--- config.mk ---
export PLATFORM = sky130hd
export DESIGN_NAME = fetch_queue
export DESIGN_NICKNAME = d
export VERILOG_FILES = /design/src/rtl/fetch_queue.sv
export SDC_FILE = /design/constraint.sdc
export NUM_CORES = 1
export LEC_CHECK = 0
export CORE_MARGIN = 3
export CORE_UTILIZATION = 55
export DETAILED_ROUTE_END_ITERATION = 10
export GPL_TIMING_DRIVEN = 1
export PLACE_DENSITY = 0.8
export SETUP_SLACK_MARGIN = 0.4
export SKIP_LAST_GASP = 1
export SLEW_MARGIN = 10
export SYNTH_ARGS = -nofsm -noshare
export SYNTH_HDL_FRONTEND = slang
export SYNTH_SLANG_ARGS = --single-unit
--- constraint.sdc ---
create_clock -name clk -period 4.1 [get_ports clk]
set_clock_uncertainty 0.2 [all_clocks]
set_input_delay 0.615 -clock clk [delete_from_list [all_inputs] [get_ports clk]]
set_output_delay 0.615 -clock clk [all_outputs]
set_load 0.02 [all_outputs]
--- src/rtl/fetch_queue.sv ---
// Instruction prefetch: issues word fetches under a credit limit, buffers in-order responses, flushes on redirect.
// Optional FETCH_QUEUE_BYPASS_EN forwards a response straight to decode when nothing is queued ahead of it.
module fetch_queue #(
    parameter int              DEPTH    = 4,
    parameter int              XLEN     = 32,
    parameter logic [XLEN-1:0] RESET_PC = '0
) (
    input  logic                         clk,
    input  logic                         rst,
    output logic                         imem_req,
    output logic [XLEN-1:0]              imem_addr,
    input  logic                         imem_gnt,
    input  logic                         imem_rvalid,
    input  logic [XLEN-1:0]              imem_rdata,
    input  logic                         redirect,
    input  logic [XLEN-1:0]              redirect_pc,
    output logic                         inst_valid,
    output logic [XLEN-1:0]              inst,
    output logic [XLEN-1:0]              inst_pc,
    input  logic                         inst_ready,
    output logic [$clog2(DEPTH+1)-1:0]   occupancy
);
    localparam int CW = $clog2(DEPTH + 1);
    localparam int PW = $clog2(DEPTH);
    localparam logic [CW:0]   DEPTH_W = (CW + 1)'(DEPTH);
    localparam logic [CW-1:0] DEPTH_C = CW'(DEPTH);

    logic [XLEN-1:0] fetch_pc;
    logic [XLEN-1:0] resp_pc;
    logic [XLEN-1:0] q_data [DEPTH];
    logic [XLEN-1:0] q_pc   [DEPTH];
    logic [PW-1:0]   rd_ptr;
    logic [PW-1:0]   wr_ptr;
    logic [CW-1:0]   count;
    logic [CW-1:0]   outstanding;
    logic [CW-1:0]   drop_cnt;
    logic [XLEN-1:0] target;
    logic            issue;
    logic            accept;
    logic            bypass;
    logic            push;
    logic            pop;

    assign target    = redirect_pc & ~XLEN'(3);
    // Credit rule: queued words plus in-flight requests never exceed the queue size.
    assign imem_req  = !rst && !redirect && (({1'b0, count} + {1'b0, outstanding}) < DEPTH_W);
    assign imem_addr = fetch_pc;
    assign issue     = imem_req && imem_gnt;
    assign accept    = imem_rvalid && (drop_cnt == '0) && !redirect;

`ifdef FETCH_QUEUE_BYPASS_EN
    assign bypass  = accept && (count == '0);
    assign inst    = bypass ? imem_rdata : q_data[rd_ptr];
    assign inst_pc = bypass ? resp_pc    : q_pc[rd_ptr];
`else
    assign bypass  = 1'b0;
    assign inst    = q_data[rd_ptr];
    assign inst_pc = q_pc[rd_ptr];
`endif

    assign push       = accept && !(bypass && inst_ready);
    assign pop        = (count != '0) && inst_ready && !redirect;
    assign inst_valid = (count != '0) || bypass;
    assign occupancy  = count;

    always_ff @(posedge clk) begin
        if (rst) begin
            fetch_pc    <= RESET_PC;
            resp_pc     <= RESET_PC;
            rd_ptr      <= '0;
            wr_ptr      <= '0;
            count       <= '0;
            outstanding <= '0;
            drop_cnt    <= '0;
        end else if (redirect) begin
            // Everything still in flight is stale, including a word arriving right now.
            fetch_pc    <= target;
            resp_pc     <= target;
            rd_ptr      <= '0;
            wr_ptr      <= '0;
            count       <= '0;
            outstanding <= outstanding - CW'(imem_rvalid);
            drop_cnt    <= outstanding - CW'(imem_rvalid);
        end else begin
            if (issue)  fetch_pc <= fetch_pc + XLEN'(4);
            if (accept) resp_pc  <= resp_pc + XLEN'(4);
            if (push)   wr_ptr   <= wr_ptr + PW'(1);
            if (pop)    rd_ptr   <= rd_ptr + PW'(1);
            count       <= count + CW'(push) - CW'(pop);
            outstanding <= outstanding + CW'(issue) - CW'(imem_rvalid);
            if (imem_rvalid && (drop_cnt != '0)) drop_cnt <= drop_cnt - CW'(1);
        end
    end

    always_ff @(posedge clk) begin
        if (push) begin
            q_data[wr_ptr] <= imem_rdata;
            q_pc[wr_ptr]   <= resp_pc;
        end
    end

    always_ff @(posedge clk) begin
        if (!rst) begin
            assert (!(push && !pop && (count == DEPTH_C)));
        end
    end
endmodule

==> flow_summary_export.csv, run 1 <==
group,metric,value,unit
cts,htree_levels,1,
floorplanning,io_pins,171,
placed_design,dp_hpwl,16300,um
synthesis,synth.area.mux_share,0.107,
cts,clockBufferDepth,3,
cts,post_cts_buffers,0,
sta,slew_violations,0,
route,wl,26200,um
synthesis,seq_area_frac_synth,0.687,
run_status,status,"complete, no violations",
sta,slew_headroom,0.414,
sta,rsz0062_at_grt,"no",
global_routing,overflow,0,
synthesis,syn_area,0.0130,mm^2
cts,clockRootBuffer,"clkbuf_16",
synthesis,avgSynthCellArea,15.7,um^2
placed_design,place_congestion,0.874,
synthesis,syn_inst,828,
power_and_ir_drop,p_leak,5.26,nW
global_routing,grt_pass1_vias,7717,
setup_path,cpLargestDelayFamily,"buffers and inverters",
min_path,worst_hold_path_type,"reg -> reg",
layout,nNetsFinal,1089,
route,viasPerCell,5.74,
setup_path,worstPathMaxFanout,62,
floorplanning,dieArea,0.0256,mm^2
run,drv_cap,0,
setup_path,critical_path_class,"reg -> out",
cts,cts_resized,0,
synthesis,synth_compound_area_frac,0.0592,
layout,antenna_cells,0,
route,drc,0,
route,route.antenna.remaining_nets,0,
floorplanning,row_count,55,
setup_path,slowest_delay,620,ps
route,dr.pass1.iters,4,
power_and_ir_drop,power,7.08,mW
sta,hold_viol,0,
synthesis,synth_top_family_by_area,"multiplexers",
placed_design,numPortBuffers,164,
power_and_ir_drop,power_density,440,mW/mm^2
setup_path,crit_chain,"buf_12 -> mux4_2 -> clkdlybuf4s50_1",
placed_design,dp.cells,1281,
floorplanning,die_height,160,um
layout,instances_no_fill,1338,
layout,design_area,0.0161,mm^2
global_routing,grt_max_degree,63,
layout,utilization,0.701,
route,drt-initial-drc-count,475,
setup_path,worst_ep_required_time,3280,ps
setup_path,critPathBufInv,2,
synthesis,synthSimpleGateAreaFrac,0.0775,
synthesis,synth_seq_cells,323,
route,vias,7685,
synthesis,post-synth-top-area-cell,"edfxtp_1",
synthesis,synth_cell_type_count,53,
route,routed-wl-met3,1790,um
global_routing,track_usage,0.205,
cts,clk_latency,540,ps
cts,clk_pin_slew,60,ps
synthesis,synth-xor-area-share,0.0282,
setup_path,worst-endpoint-arrival,2550,ps
floorplanning,start_util,0.567,
power_and_ir_drop,ir_worst_vdd,245,uV
setup_path,cpMaxStageDelayCell,"mux4_2",
route,wl_per_cell,19.6,um
cts,holdBufCountCts,0,
route,wl_met2,12000,um
placed_design,placed_cell_area,0.0151,mm^2
sta,post-route-min-period,3360,ps
route,highest_layer,"met4",
synthesis,synthArstFlopShare,0,
global_routing,grt_pass1_wl,42000,um
synthesis,synth_flop_cell,"edfxtp_1",
sta,post-route-period-util,0.820,
sta,tightest_slew,871,ps
synthesis,yosys_warnings,0,
synthesis,synthTopCellsByArea,"edfxtp_1 (57%), dfxtp_1 (12%), mux4_2 (11%)",
synthesis,synth_edf_count,248,
sta,final.setup.tns,0,ps
synthesis,synthAdderAreaFrac,0.0184,
sta,fmax,297,MHz
cts,clock_sinks,323,
global_routing,grt_antenna_before_repair,0,
layout,drive_above_1_share,0.135,
setup_path,startpoint_type,"flip-flop",
sta,setup_violations,0,
floorplanning,coreArea,0.0230,mm^2
layout,area_growth,23.6,%
setup_path,cp-end-kind,"primary output",
cts,cts_tree,"done",
synthesis,netlist.area_leader.share,0.571,
route,met1_length,11900,um
cts,cts_made_buffers,31,
floorplanning,die_x,160,um
==> cell usage after synthesis (all sizes together) (12+ instances only) <==
master  count
ha         16
a21boi     13
edfxtp    248
and3       15
xnor2      21
nor2       40
clkbuf     30
a21oi      25
nand2      47
mux4       62
buf        12
dfxtp      75
nand3      21
xor2       21
a31oi      16
inv        32
nand4      20
a211oi     13
nor3       13
==> metrics by stage <==
stage / setup slack [ps] / hold WS, ps
after floorplan: 597 / 269
after detailed placement: 468 / 304
final: 739 / 313
after global placement: 516 / 282
after CTS: 717 / 312
after global routing: 629 / 327
==> registers in the layout, indices dropped and copies added (netlist names), named ones only <==
| name | flops |
|---|---|
| q_pc | 120 |
| drop_cnt | 3 |
| resp_pc | 30 |
| imem_addr | 30 |
| q_data | 128 |
| wr_ptr | 2 |
| occupancy | 3 |
| outstanding | 3 |
| rd_ptr | 2 |
==> worst paths after layout <==
path / startpoint / to / slack [ps] / cells past startpoint
worst max-delay path: flip-flop / inst_pc[2] / 740 / 3
worst min-delay path: wr_ptr[1] / wr_ptr[1] / 310 / 2
worst max register to register: occupancy[1] / outstanding[2] / 800 / 12
worst min register to register: wr_ptr[1] / wr_ptr[1] / 310 / 2
==> kinds of logic (layout without fill, tap and decap cells) <==
group	count (synthesis)	after routing
and+or+nand+nor	195	195
adders and majority gates	18	18
muxes	62	62
DFF	323	323
AOI/OAI and AO/OA	113	113
xor gates and xnor gates	42	42
other	1	4
buffers and inverters	74	268
==> area by class of cell <==
cell class | count | area (um^2)
sequential | 323 | 8950
fill | 1550 | 6880
multi-input combinational | 434 | 3810
timing repair buffer | 179 | 1820
clock buffer | 48 | 913
tap | 313 | 392
inverter | 32 | 120
clock inverter | 9 | 100
==> layer usage <==
metal / global-route usage / up-vias
li1: - / 3572
met1: 0.308 / 3751
met2: 0.316 / 321
met3: 0.0314 / 41
met4: 0.0556 / 0
met5: 0 / -
==> power by group <==
part / switching [mW] / internal [mW] / total [mW]
clock: 1.13 / 1.65 / 2.78
sequential: 0.0895 / 3.63 / 3.72
combinational: 0.296 / 0.282 / 0.578
==> placed cells by master, fill, tap and decap left out, drive strengths merged, types with 15 or more instances in the layout <==
master	n
a21oi	25
a31oi	16
and3	15
buf	16
clkbuf	48
clkdlybuf4s50	163
dfxtp	75
edfxtp	248
ha	16
inv	33
mux4	62
nand2	47
nand3	21
nand4	20
nor2	40
xnor2	21
xor2	21
==> worst min-delay path: cells and delay by family (launching register included) <==
family             cells  cell delay, ps
and+or+nand+nor        1              70
AOI/OAI and AO/OA      1              60
DFF                    1             340
(Power assumes the default switching activity.)
==> inputs of run 2 (changes only) <==
--- a/config.mk
+++ b/config.mk
@@ -6,10 +6,10 @@
 export NUM_CORES = 1
 export LEC_CHECK = 0
 export CORE_MARGIN = 3
-export CORE_UTILIZATION = 55
+export CORE_UTILIZATION = 50
 export DETAILED_ROUTE_END_ITERATION = 10
 export GPL_TIMING_DRIVEN = 1
-export PLACE_DENSITY = 0.8
+export PLACE_DENSITY = 0.76
 export SETUP_SLACK_MARGIN = 0.4
 export SKIP_LAST_GASP = 1
 export SLEW_MARGIN = 10
==> constraint.sdc (replaced) <==
create_clock -name clk -period 2.7 [get_ports clk]
set_clock_uncertainty 0.2 [all_clocks]
set_input_delay 0.405 -clock clk [delete_from_list [all_inputs] [get_ports clk]]
set_output_delay 0.405 -clock clk [all_outputs]
set_load 0.02 [all_outputs]
==> run 2 against run 1 <==
  * The run now ends with setup timing left
  * Combinational power increased by 85%
  * Die area up 9.6%
  * Worst setup slack got worse by 910 ps
  * Worst hold slack worse by 18 ps
  * Core utilization shrank 0.19 points
==> flow_summary_export.csv, run 2 (synthesis results as in run 1) <==
group,metric,value,unit
setup_path,worst-endpoint-arrival,3030,ps
power_and_ir_drop,ir_worst_vdd,493,uV
sta,rsz0062_at_grt,"yes",
floorplanning,die_height,167,um
setup_path,r2r-start,"occupancy[2]",
sta,hold_viol,0,
layout,area_growth,36.2,%
setup_path,reg2reg_slack,-170,ps
placed_design,dp.cells,1324,
cts,cts_made_buffers,34,
setup_path,reg2reg_to,"outstanding[2]",
layout,drive_above_1_share,0.305,
global_routing,grt_max_degree,59,
min_path,hold_start,"rst",
sta,post-route-min-period,2870,ps
route,wl,29700,um
cts,htree_levels,2,
sta,setup_violations,13,
layout,reg_top3,"q_data (128), q_pc (120)",
global_routing,grt_use_met1,0.301,
global_routing,grt_pass1_wl,46400,um
cts,clockRootBuffer,"clkbuf_16",
setup_path,critical_path_class,"reg -> reg",
setup_path,cp-end-kind,"flip-flop",
placed_design,dp_hpwl,17700,um
layout,fillers,1675,
sta,slew_headroom,0.588,
global_routing,track_usage,0.211,
layout,final_common_cell,"edfxtp_1",
sta,post-route-period-util,1.06,
sta,slew_violations,0,
floorplanning,coreArea,0.0254,mm^2
sta,setup_slack,-171,ps
run,drv_cap,0,
placed_design,place_congestion,0.830,
route,vias,8109,
run_status,violations,"setup timing",
placed_design,numPortBuffers,164,
min_path,hold_path_depth,4,
sta,fmax,348,MHz
floorplanning,dieArea,0.0280,mm^2
setup_path,reg2reg_depth,12,
min_path,worst_hold_path_type,"in -> reg",
route,route.antenna.remaining_nets,0,
layout,largest_reg_flops,128,
layout,mostFrequentLayoutCells,"edfxtp_1 (248), clkdlybuf4s50_1 (99), buf_6 (98)",
min_path,min_to,"wr_ptr[1]",
global_routing,overflow,0,
global_routing,grt_use_met3,0.0401,
route,dr.pass1.iters,5,
layout,top_register,"q_data",
power_and_ir_drop,power_density,641,mW/mm^2
cts,clk_pin_slew,60,ps
floorplanning,die_x,167,um
global_routing,grt_pass1_vias,8119,
cts,clock_sinks,323,
sta,final.setup.tns,-337,ps
route,wl_per_cell,20.6,um
setup_path,worst_ep_required_time,2860,ps
layout,instances_no_fill,1445,
route,drc,0,
run_status,status,"finished with violations",
cts,clk_latency,500,ps
global_routing,grt_antenna_before_repair,0,
route,drt-initial-drc-count,725,
cts,cts_tree,"done",
cts,holdBufCountCts,0,
layout,utilization,0.699,
floorplanning,start_util,0.513,
global_routing,grt_busiest_layer,"met2",
cts,clockBufferDepth,3,
layout,nNetsFinal,1181,
global_routing,met2_usage,0.340,
floorplanning,io_pins,171,
layout,antenna_cells,0,
setup_path,worstPathMaxFanout,2,
setup_path,startpoint_type,"flip-flop",
route,viasPerCell,5.61,
floorplanning,row_count,58,
sta,tightest_slew,619,ps
power_and_ir_drop,p_leak,6.08,nW
==> run 2: cell type report <==
| class | instances | area [um^2] | area share |
|---|---|---|---|
| clock inverter | 18 | 228 | 0.0128 |
| clock buffer | 40 | 895 | 0.0504 |
| inverter | 32 | 120 | 0.00677 |
| tap | 330 | 413 | 0.0233 |
| timing repair buffer | 268 | 3060 | 0.172 |
| sequential | 323 | 8970 | 0.505 |
| multi-input combinational | 434 | 4070 | 0.229 |
==> run 2: worst max-delay path, stage by stage, from the launching register on <==
cell	delay [ps]
dfxtp_4	350
ha_4	220
a311o_1	330
nor4_4	300
inv_2	90
ha_4	270
inv_2	40
ha_4	150
fa_2	330
xor2_1	140
o21ai_1	140
xnor2_1	130
nor2_1	50
==> run 2: metal layers <==
| metal | vias to the layer above | share of wire |
|---|---|---|
| met5 | - | 0 |
| met4 | 0 | 0.015 |
| met3 | 31 | 0.068 |
| met2 | 326 | 0.49 |
| met1 | 3999 | 0.42 |
| li1 | 3753 | - |
==> run 2: how the worst max path moves through the flow <==
stage,from,end,slack (ps),depth (start not counted)
finish,occupancy[2],outstanding[2],-170,12
global route,occupancy[2],outstanding[2],-280,12
detailed placement,redirect,outstanding[2],-300,12
CTS,occupancy[2],outstanding[2],-190,12
floorplan,occupancy[1],outstanding[2],-480,13
global placement,redirect,outstanding[2],-290,12
==> run 2: where the power goes <==
group,total (mW),internal (mW),switching [mW]
clock network,4.66,2.85,1.81
logic,1.07,0.543,0.524
registers,5.65,5.51,0.135
==> run 2: timing repair <==
| action | CTS | global route |
|---|---|---|
| endpoints found under the setup margin | 95 | 113 |
| gates resized for setup | 352 | 153 |
| cloned | 7 | 0 |
| pin swaps | 28 | 32 |
| setup buffers | 36 | 20 |
==> run 2: metrics by stage <==
step / total power, mW / setup WS (ps) / hold slack, ps / cell area, um^2
after floorplan: 6.21 / -483 / 269 / 13200
after global placement: 6.67 / -286 / 290 / 15500
after detailed placement: 6.69 / -298 / 291 / 15500
after CTS: 11.4 / -191 / 258 / 17200
after global routing: 11.8 / -280 / 308 / 17800
final: 11.4 / -171 / 295 / 17800
==> inputs of run 3 (changes only) <==
--- a/config.mk
+++ b/config.mk
@@ -9,9 +9,8 @@
 export CORE_UTILIZATION = 50
 export DETAILED_ROUTE_END_ITERATION = 10
 export GPL_TIMING_DRIVEN = 1
-export PLACE_DENSITY = 0.76
+export PLACE_DENSITY_LB_ADDON = 0.05
 export SETUP_SLACK_MARGIN = 0.4
-export SKIP_LAST_GASP = 1
 export SLEW_MARGIN = 10
 export SYNTH_ARGS = -nofsm -noshare
 export SYNTH_HDL_FRONTEND = slang
==> run 3 against run 2 <==
  * The run still ends with setup timing left
  * Core utilization about the same
  * Sequential share of layout area is essentially flat
  * Clock power shrank 4%
  * Worst hold slack got worse by 29 ps
  * Register-to-register slack lost 20 ps
  * Sequential power about the same
  * Via count grew 1.8%
  * First-iteration DRC count down 20%
  * Largest cell class unchanged
  * Largest power group unchanged
==> flow_summary_export.csv, run 3 (synthesis results as in run 1) <==
group,metric,value,unit
setup_path,worst_ep_required_time,2870,ps
setup_path,cp-end-kind,"flip-flop",
run_status,status,"finished with violations",
run,drv_cap,0,
power_and_ir_drop,p_leak,6.10,nW
route,wl,30200,um
setup_path,worst-endpoint-arrival,3060,ps
floorplanning,die_x,167,um
sta,rsz0062_at_grt,"yes",
cts,holdBufCountCts,0,
layout,multi_input_area,0.00413,mm^2
global_routing,grt_max_degree,59,
floorplanning,coreArea,0.0254,mm^2
sta,fmax,346,MHz
setup_path,critical_path_class,"reg -> reg",
cts,clock_sinks,323,
floorplanning,dieArea,0.0280,mm^2
route,viasPerCell,5.71,
global_routing,grt_antenna_before_repair,0,
setup_path,cpMaxStageDelayCell,"dfxtp_4",
sta,hold_viol,0,
layout,largest_reg_flops,128,
min_path,hold_start,"rst",
sta,post-route-min-period,2890,ps
layout,nNetsFinal,1177,
sta,final.setup.tns,-275,ps
placed_design,numPortBuffers,164,
min_path,hold_path_depth,4,
layout,design_area,0.0178,mm^2
layout,ff_latch_area,0.00897,mm^2
sta,slew_violations,0,
route,dr.pass1.iters,5,
layout,mostFrequentLayoutCells,"edfxtp_1 (248), clkdlybuf4s50_1 (96), buf_6 (94)",
placed_design,dp_hpwl,18700,um
cts,cts_made_buffers,34,
setup_path,r2r-start,"occupancy[2]",
layout,antenna_cells,0,
global_routing,grt_pass1_wl,47600,um
layout,final_common_cell,"edfxtp_1",
setup_path,crit_chain,"ha_4 -> a311o_1 -> nor4_4 -> inv_2 -> ha_4 -> inv_2 -> ha_4 -> fa_2 -> xor2_1 -> o21ai_1 -> xnor2_1 -> nor2_1",
sta,tightest_slew,622,ps
sta,setup_violations,2,
power_and_ir_drop,ir_worst_vdd,606,uV
cts,clk_latency,500,ps
cts,cts_tree,"done",
layout,drive_above_1_share,0.307,
floorplanning,start_util,0.513,
placed_design,pre_cts_ws,-321,ps
placed_design,place_congestion,0.817,
min_path,worst_hold_path_type,"in -> reg",
layout,instances_no_fill,1445,
global_routing,grt_pass1_vias,8504,
route,drt-initial-drc-count,583,
floorplanning,row_count,58,
layout,utilization,0.699,
sta,post-route-period-util,1.07,
layout,top_register,"q_data",
route,vias,8252,
floorplanning,die_height,167,um
sta,slew_headroom,0.585,
global_routing,track_usage,0.214,
layout,reg_top3,"q_data (128), q_pc (120)",
setup_path,startpoint_type,"flip-flop",
setup_path,worstPathMaxFanout,2,
setup_path,crit_top_cell,"ha_4",
cts,clk_pin_slew,60,ps
placed_design,placed_cell_area,0.0155,mm^2
setup_path,reg2reg_to,"outstanding[2]",
run_status,violations,"setup timing",
cts,htree_levels,2,
global_routing,overflow,0,
setup_path,reg2reg_slack,-190,ps
setup_path,reg2reg_depth,12,
setup_path,slowest_delay,350,ps
placed_design,dp.cells,1327,
cts,clockRootBuffer,"clkbuf_16",
route,wl_per_cell,20.9,um
cts,clockBufferDepth,3,
min_path,min_to,"occupancy[2]",
floorplanning,io_pins,171,
layout,fillers,1689,
route,drc,0,
route,route.antenna.remaining_nets,0,
layout,area_growth,36.3,%
sta,setup_slack,-193,ps
power_and_ir_drop,power_density,631,mW/mm^2
run 3: cell count changes in the layout (fill, tap and decap cells not counted), moves of 4 or more:
cell / before / now
nor2_4: 1 / 6
clkinv_1: 3 / 7
buf_6: 98 / 94
nor2_1: 39 / 32
buf_12: 15 / 22
run 3: how the worst max path moves through the flow:
| stage | cells past startpoint | end | start |
|---|---|---|---|
| finish | 12 | outstanding[2] | occupancy[2] |
| global route | 12 | outstanding[2] | occupancy[2] |
| CTS | 12 | outstanding[2] | occupancy[2] |
| detailed placement | 12 | outstanding[2] | redirect |
| global placement | 12 | outstanding[2] | redirect |
| floorplan | 13 | outstanding[2] | occupancy[1] |
run 3: metal layers:
metal | routed length [um] | part of all wire | track usage | vias up
met2 | 15000 | 0.50 | 0.362 | 336
met4 | 435 | 0.014 | 0.0452 | 0
met1 | 12900 | 0.43 | 0.296 | 4115
met5 | 0 | 0 | 0 | -
met3 | 1860 | 0.062 | 0.0387 | 42
li1 | - | - | - | 3759
run 3: stage by stage:
step	hold WS, ps	power (mW)
after floorplan	269	6.21
after global placement	286	6.67
after detailed placement	304	6.71
after CTS	248	11.3
after global routing	292	11.6
final	267	11.2
run 3: area by class of cell:
class                           count  share of cell area
Tap cell                          330              0.0232
Clock buffer                       39              0.0489
Inverter                           32             0.00676
Sequential cell                   323               0.505
Multi-Input combinational cell    435               0.233
Clock inverter                     23              0.0118
Timing Repair Buffer              263               0.172
run 3: where the power goes:
group	internal (mW)	total (mW)	switching, mW
combinational	0.560	1.09	0.533
sequential	5.51	5.65	0.135
clock	2.62	4.46	1.84
run 3: what timing repair did:
item,in CTS,in global routing
cloned,7,0
gates resized for setup,461,53
pin swaps,37,29
endpoints found under the setup margin,94,113
buffers inserted,30,19
run 3: critical path: cells and delay by family, from the launching register on:
kind / cells / cell delay, ps
AO/OA/AOI/OAI: 2 / 480
adder cells (fa/ha/maj): 4 / 970
buffers and inverters: 2 / 120
AND/OR/NAND/NOR: 2 / 360
XOR/XNOR: 2 / 280
flip-flops: 1 / 350
